[src/rtl/mw_defs_pkg.sv]
// mw_defs: shared state encodings, status colours and power helpers for the microwave controller
package mw_defs;

    typedef enum logic [1:0] {
        ST_IDLE  = 2'd0,
        ST_COOK  = 2'd1,
        ST_PAUSE = 2'd2,
        ST_DONE  = 2'd3
    } st_t;

    localparam logic [2:0] RGB_COOK = 3'b101;
    localparam logic [2:0] RGB_IDLE = 3'b110;
    localparam logic [2:0] RGB_DONE = 3'b011;

    localparam logic [3:0] MAX_POWER = 4'd10;

    // Out-of-range panel settings saturate to full power rather than wrapping.
    function automatic logic [3:0] clamp_power(input logic [3:0] p);
        return (p > MAX_POWER) ? MAX_POWER : p;
    endfunction

    // PAUSE shares the IDLE colour.
    function automatic logic [2:0] rgb_of(input st_t s);
        return (s == ST_COOK) ? RGB_COOK : (s == ST_DONE) ? RGB_DONE : RGB_IDLE;
    endfunction

endpackage

[src/rtl/mw_beeper.sv]
// mw_beeper: end-of-cook beeper producing BEEP_COUNT on/off beeps timed in tick_100Hz strobes
module mw_beeper
    import mw_defs::*;
#(
    parameter int BEEP_HALF  = 50,
    parameter int BEEP_COUNT = 3
) (
    input  logic clk_100MHz,
    input  logic reset,
    input  logic tick_100Hz,
    input  logic start,
    input  logic abort,
    output logic beeper,
    output logic done
);

    localparam int HW = $clog2(BEEP_HALF + 1);
    localparam int CW = $clog2(BEEP_COUNT + 1);

    logic          active;
    logic [HW-1:0] half_cnt;
    logic [CW-1:0] beep_cnt;
    logic          half_end;
    logic          last_beep;

    assign half_end  = half_cnt == HW'(BEEP_HALF - 1);
    assign last_beep = beep_cnt == CW'(BEEP_COUNT - 1);

    // done is combinational so the controller leaves DONE on the very tick that ends the last off-phase.
    assign done = active && tick_100Hz && half_end && !beeper && last_beep;

    // Beeper starts on the same edge the controller enters DONE; each tick advances the half-period counter.
    always_ff @(posedge clk_100MHz or posedge reset) begin
        if (reset) begin
            active   <= 1'b0;
            beeper   <= 1'b0;
            half_cnt <= '0;
            beep_cnt <= '0;
        end else if (abort) begin
            active   <= 1'b0;
            beeper   <= 1'b0;
            half_cnt <= '0;
            beep_cnt <= '0;
        end else if (start) begin
            active   <= 1'b1;
            beeper   <= 1'b1;
            half_cnt <= '0;
            beep_cnt <= '0;
        end else if (active && tick_100Hz) begin
            half_cnt <= half_end ? '0 : half_cnt + HW'(1);
            if (half_end) begin
                if (beeper) begin
                    beeper <= 1'b0;
                end else if (last_beep) begin
                    active <= 1'b0;
                end else begin
                    beep_cnt <= beep_cnt + CW'(1);
                    beeper   <= 1'b1;
                end
            end
        end
    end

endmodule

[src/rtl/microwave_ctrl.sv]
// microwave_ctrl: cook sequencing FSM with power latch, magnetron duty window and registered panel outputs
module microwave_ctrl
    import mw_defs::*;
#(
    parameter int TICKS_PER_SEC = 100,
    parameter int BEEP_HALF     = 50,
    parameter int BEEP_COUNT    = 3
) (
    input  logic       clk_100MHz,
    input  logic       reset,
    input  logic       tick_100Hz,
    input  logic       btn_start,
    input  logic       btn_stop,
    input  logic       door_open,
    input  logic       time_zero,
    input  logic [3:0] power_lvl,
    output logic       timer_run,
    output logic       timer_clear,
    output logic       magnetron_on,
    output logic       lamp_on,
    output logic       beeper,
    output logic [1:0] state,
    output logic [2:0] rgb
);

    localparam int DW = $clog2(TICKS_PER_SEC) + 1;

    st_t           st;
    st_t           nxt;
    logic          clr;
    logic [3:0]    pwr_q;
    logic [DW-1:0] duty_cnt;
    logic [DW-1:0] pwr_x10;
    logic          can_start;
    logic          bp_start;
    logic          bp_abort;
    logic          bp_done;

    assign state     = st;
    assign can_start = btn_start && !door_open && !time_zero;
    assign pwr_x10   = DW'(pwr_q) * DW'(10);
    assign bp_start  = (st == ST_COOK) && (nxt == ST_DONE);
    assign bp_abort  = (st == ST_DONE) && (btn_stop || door_open);

    // Next-state decode; stop is checked first everywhere so it beats a simultaneous start.
    always_comb begin
        nxt = st;
        clr = 1'b0;
        case (st)
            ST_IDLE:  if (btn_stop) clr = 1'b1;
                      else if (can_start) nxt = ST_COOK;
            ST_COOK:  if (door_open || btn_stop) nxt = ST_PAUSE;
                      else if (time_zero) nxt = ST_DONE;
            ST_PAUSE: if (btn_stop) begin
                          nxt = ST_IDLE;
                          clr = 1'b1;
                      end else if (can_start) nxt = ST_COOK;
            ST_DONE:  if (btn_stop || door_open || bp_done) nxt = ST_IDLE;
            default:  nxt = ST_IDLE;
        endcase
    end

    // State, power latch, duty window and all registered outputs.
    always_ff @(posedge clk_100MHz or posedge reset) begin
        if (reset) begin
            st           <= ST_IDLE;
            pwr_q        <= '0;
            duty_cnt     <= '0;
            timer_run    <= 1'b0;
            timer_clear  <= 1'b0;
            magnetron_on <= 1'b0;
            lamp_on      <= 1'b0;
            rgb          <= RGB_IDLE;
        end else begin
            st          <= nxt;
            timer_run   <= nxt == ST_COOK;
            timer_clear <= clr;
            lamp_on     <= (nxt == ST_COOK) || door_open;
            rgb         <= rgb_of(nxt);
            if (st == ST_IDLE && nxt == ST_COOK)
                pwr_q <= clamp_power(power_lvl);
            duty_cnt <= (nxt == ST_COOK && st != ST_COOK) ? '0 :
                        (st == ST_COOK && tick_100Hz) ?
                            ((duty_cnt == DW'(TICKS_PER_SEC - 1)) ? '0 : duty_cnt + DW'(1)) :
                        duty_cnt;
            magnetron_on <= (st == ST_COOK) && (duty_cnt < pwr_x10);
        end
    end

    mw_beeper #(
        .BEEP_HALF  (BEEP_HALF),
        .BEEP_COUNT (BEEP_COUNT)
    ) u_beeper (
        .clk_100MHz (clk_100MHz),
        .reset      (reset),
        .tick_100Hz (tick_100Hz),
        .start      (bp_start),
        .abort      (bp_abort),
        .beeper     (beeper),
        .done       (bp_done)
    );

endmodule

[config.mk]
export PLATFORM = sky130hd
export DESIGN_NAME = microwave_ctrl
export DESIGN_NICKNAME = d
export VERILOG_FILES = /design/src/rtl/mw_defs_pkg.sv /design/src/rtl/mw_beeper.sv /design/src/rtl/microwave_ctrl.sv
export SDC_FILE = /design/constraint.sdc
export NUM_CORES = 1
export LEC_CHECK = 0
export BUFFER_PORTS_ARGS = -buffer_cell sky130_fd_sc_hd__buf_2
export CORE_ASPECT_RATIO = 1.75
export CORE_MARGIN = 2
export CORE_UTILIZATION = 43
export DETAILED_ROUTE_END_ITERATION = 12
export GPL_TIMING_DRIVEN = 0
export PLACE_DENSITY = 0.67
export SLEW_MARGIN = 25
export SYNTH_ARGS = -nofsm -noshare
export SYNTH_HDL_FRONTEND = slang
export SYNTH_HIERARCHICAL = 1
export SYNTH_SLANG_ARGS = --single-unit
[constraint.sdc]
create_clock -name clk_100MHz -period 3.2 [get_ports clk_100MHz]
set_clock_uncertainty 0.05 [all_clocks]
set_input_delay 0.48 -clock clk_100MHz [delete_from_list [all_inputs] [get_ports clk_100MHz]]
set_output_delay 0.48 -clock clk_100MHz [all_outputs]
set_load 0.05 [all_outputs]
==> run_results.csv <==
group,metric,value,unit
die,rows,31,
die,start_util,44.09,%
run_status,status,"finished, final reports clean",
detailed_routing,drt_iter0_drc,6,
sta,max_freq,373.4,MHz
sta,maxSlewViolCount,0,
detailed_routing,vias,1354,
final_layout,final_nets,232,
sta,finalCritPeriodShare,83.68,%
pwr,max-vdd-ir-drop,0.3323,mV
global_routing,antenna_found_initial,0,
final_layout,final_cell_mix,"dfrtp_1 (28), buf_2 (22), nand2_1 (20), ha_1 (15), inv_1 (12)",
cts,clk_pin_slew_worst_paths,0.06,ns
final_layout,diodes,0,
worst_setup_path,worstSetupPathType,"reg -> reg",
sta,period_needed,2.678,ns
cts,holdBufCountCts,0,
synth,synth_ff_type,"dfrtp_1",
worst_setup_path,start_kind,"flip-flop",
global_routing,track_usage,17.73,%
pwr,power.density,458.1,nW/um^2
global_routing,grt_pass1_vias,1381,
synth,yosysSeqAreaShare,41.95,%
sta,slew-limit-headroom,49.50,%
synth,yosysWarningCount,6,
cts,worstSkewPairLatency,0.29,ns
placed_design,port_buffers,20,
worst_setup_path,r2r-start,"u_beeper/half_cnt[1]$_DFFE_PP0P_",
synth,async_flop_share,100.0,%
die,die_x,52.85,um
synth,synth-seq-cells,30,
detailed_routing,finalWirelength,3549,um
worst_setup_path,timing.rr.end,"u_beeper/half_cnt[5]$_DFFE_PP0P_",
sta,tns,0,ns
placed_design,gp_congestion,0.7756,
global_routing,grt_overflow_total,0,
sta,rsz0062_at_grt,"false",
final_layout,syn_to_final_growth,14.08,%
global_routing,grt_max_degree,21,
cts,cts.repair_timing.setup_buffer_count,0,
cts,cts-root-buf,"clkbuf_8",
worst_setup_path,required,3.35,ns
die,die-area,4729,um^2
sta,timing.hold.ws,0.1323,ns
synth,syn_area,1795,um^2
final_layout,multi_input_area,964.7,um^2
pwr,p_sw,0.0002790,W
pwr,power.share.clock,33.8,%
cts,cts_tree,"built",
final_layout,ff_latch_area,753.2,um^2
synth,syn-instance-count,178,
sta,worst_pin_slew,0.7567,ns
placed_design,dpl.hpwl,2786,um
synth,synth_edf_count,0,
cts,cts_made_buffers,5,
detailed_routing,wl_per_cell,13.92,um
final_layout,final_common_cell,"dfrtp_1",
worst_setup_path,r2r.worst_path.cells,11,
worst_setup_path,rrSetupSlack,0.52,ns
worst_setup_path,cp-end-kind,"flip-flop",
worst_hold_path,hold_path_class,"in -> async",
detailed_routing,viasPerCell,5.310,
cts,cts.path.max_buffers,2,
die,die_y,89.48,um
pwr,internal_power,0.0006593,W
final_layout,drive_gt1_share,23.79,%
die,top_level_ports,21,
final_layout,fill_cells,377,
detailed_routing,drc_errors,0,
cts,cts_resized,0,
cts,htreeDepth,2,
synth,syn_nets,205,
die,coreArea,4073,um^2
detailed_routing,drtPass1Iterations,4,
worst_setup_path,worst-path-max-fanout,8,
cts,numClockSinks,30,
detailed_routing,drtAntennaViolNets,0,
flow_run,max-cap-violations,0,
pwr,cellLeakagePower,1.038,nW
pwr,combPwrFrac,19.3,%
sta,finalSetupViolations,0,
sta,finalHoldViolations,0,
worst_setup_path,crit_arrival,2.82,ns
global_routing,grt_pass1_wl,5968,um
synth,syn_avg_cell_area,10.09,um^2
pwr,seqPwrFrac,46.9,%
pwr,p_sw_share,29.73,%
synth,synth_cell_types,47,
worst max-delay path by stage:
stage                                           from                                to  slack (ns)  cells past startpoint
floorplan           u_beeper/half_cnt[1]$_DFFE_PP0P_  u_beeper/half_cnt[5]$_DFFE_PP0P_        0.72                     11
global placement    u_beeper/half_cnt[1]$_DFFE_PP0P_  u_beeper/half_cnt[5]$_DFFE_PP0P_        0.56                     11
detailed placement  u_beeper/half_cnt[1]$_DFFE_PP0P_  u_beeper/half_cnt[5]$_DFFE_PP0P_        0.51                     11
CTS                 u_beeper/half_cnt[1]$_DFFE_PP0P_  u_beeper/half_cnt[5]$_DFFE_PP0P_        0.52                     11
global route        u_beeper/half_cnt[1]$_DFFE_PP0P_  u_beeper/half_cnt[5]$_DFFE_PP0P_        0.21                     11
finish              u_beeper/half_cnt[1]$_DFFE_PP0P_  u_beeper/half_cnt[5]$_DFFE_PP0P_        0.52                     11
final cells by class:
class                           instances  area share, %
Inverter                               12          2.199
Tap cell                               49          2.993
Clock inverter                          1         0.2443
Multi-Input combinational cell        131          47.10
Sequential cell                        30          36.77
Clock buffer                            7          4.215
Timing Repair Buffer                   20          4.887
Buffer                                  5          1.588
power by group through the flow:
stage	clock network (W)	logic, W	registers (W)
detailed placement	0	0.000183	0.000448
CTS	0.000326	0.000185	0.000441
global route	0.000345	0.000210	0.000446
finish	0.000317	0.000181	0.000440
global placement	0	0.000176	0.000447
floorplan	0	0.000125	0.000456
stage by stage:
step / worst slack (ns) / utilization, % / area (um^2) / power (W) / cells
after detailed placement: 0.5123 / 48.05 / 1957 / 0.0006317 / 247
after global routing: 0.2064 / 50.29 / 2048 / 0.001001 / 255
after CTS: 0.5187 / 50.29 / 2048 / 0.0009518 / 255
after floorplan: 0.7169 / - / 1795 / 0.0005804 / 178
final: 0.5222 / 50.29 / 2048 / 0.0009382 / 255
after global placement: 0.5565 / 48.05 / 1957 / 0.0006232 / 247
cell families after synthesis:
kind of cell | Yosys count | share of synthesized area (%)
xor gates and xnor gates | 7 | 3.415
and+or+nand+nor | 70 | 23.14
buffers and inverters | 17 | 4.320
AOI/OAI and AO/OA | 32 | 12.13
DFF | 30 | 41.95
adders and majority gates | 16 | 11.57
muxes | 6 | 3.484
cells in the mapped netlist (all sizes together), types with 2 or more instances:
cell type   n  area share [%]
a211o       4             2.1
a21o        2            0.84
a21oi       9             2.5
a31oi       3             1.0
and3        2            0.77
and4b       2             1.3
buf         5             1.8
dfrtp      28              39
dfstp       2             2.9
ha         15              10
inv        12             2.5
mux2        2             1.3
mux2i       4             2.2
nand2      20             4.2
nand2b      5             1.7
nand3       6             2.4
nand3b      2             1.5
nand4       2            0.70
nor2       11             2.3
nor2b       3             1.0
nor3        7             2.2
o211a       2             1.1
o21ai       8             2.2
or3         2            0.70
xnor2       4             2.0
xor2        3             1.5
layer usage:
layer / GRT usage, % / wire length [um]
met3: 4.515 / 93
met2: 32.27 / 2054
met1: 17.42 / 1315
met4: 10.49 / 85
met5: 0 / 0
worst max-delay path, stage by stage (launching register included):
cell and delay (ns):
dfrtp_1 0.42, inv_1 0.07, ha_1 0.12, nor4bb_1 0.25
buf_4 0.21, and4b_4 0.26, or4b_1 0.11, o21ai_1 0.05
a32o_2 0.24, and4b_1 0.24, or2_2 0.36, nor3b_1 0.20
flip-flops by register name, summed over array words and instances (netlist names), 2 cells and up:
register           flops
state                  2
duty_cnt               8
u_beeper/beep_cnt      2
pwr_q                  4
rgb                    2
u_beeper/half_cnt      6
(Power assumes the default switching activity.)
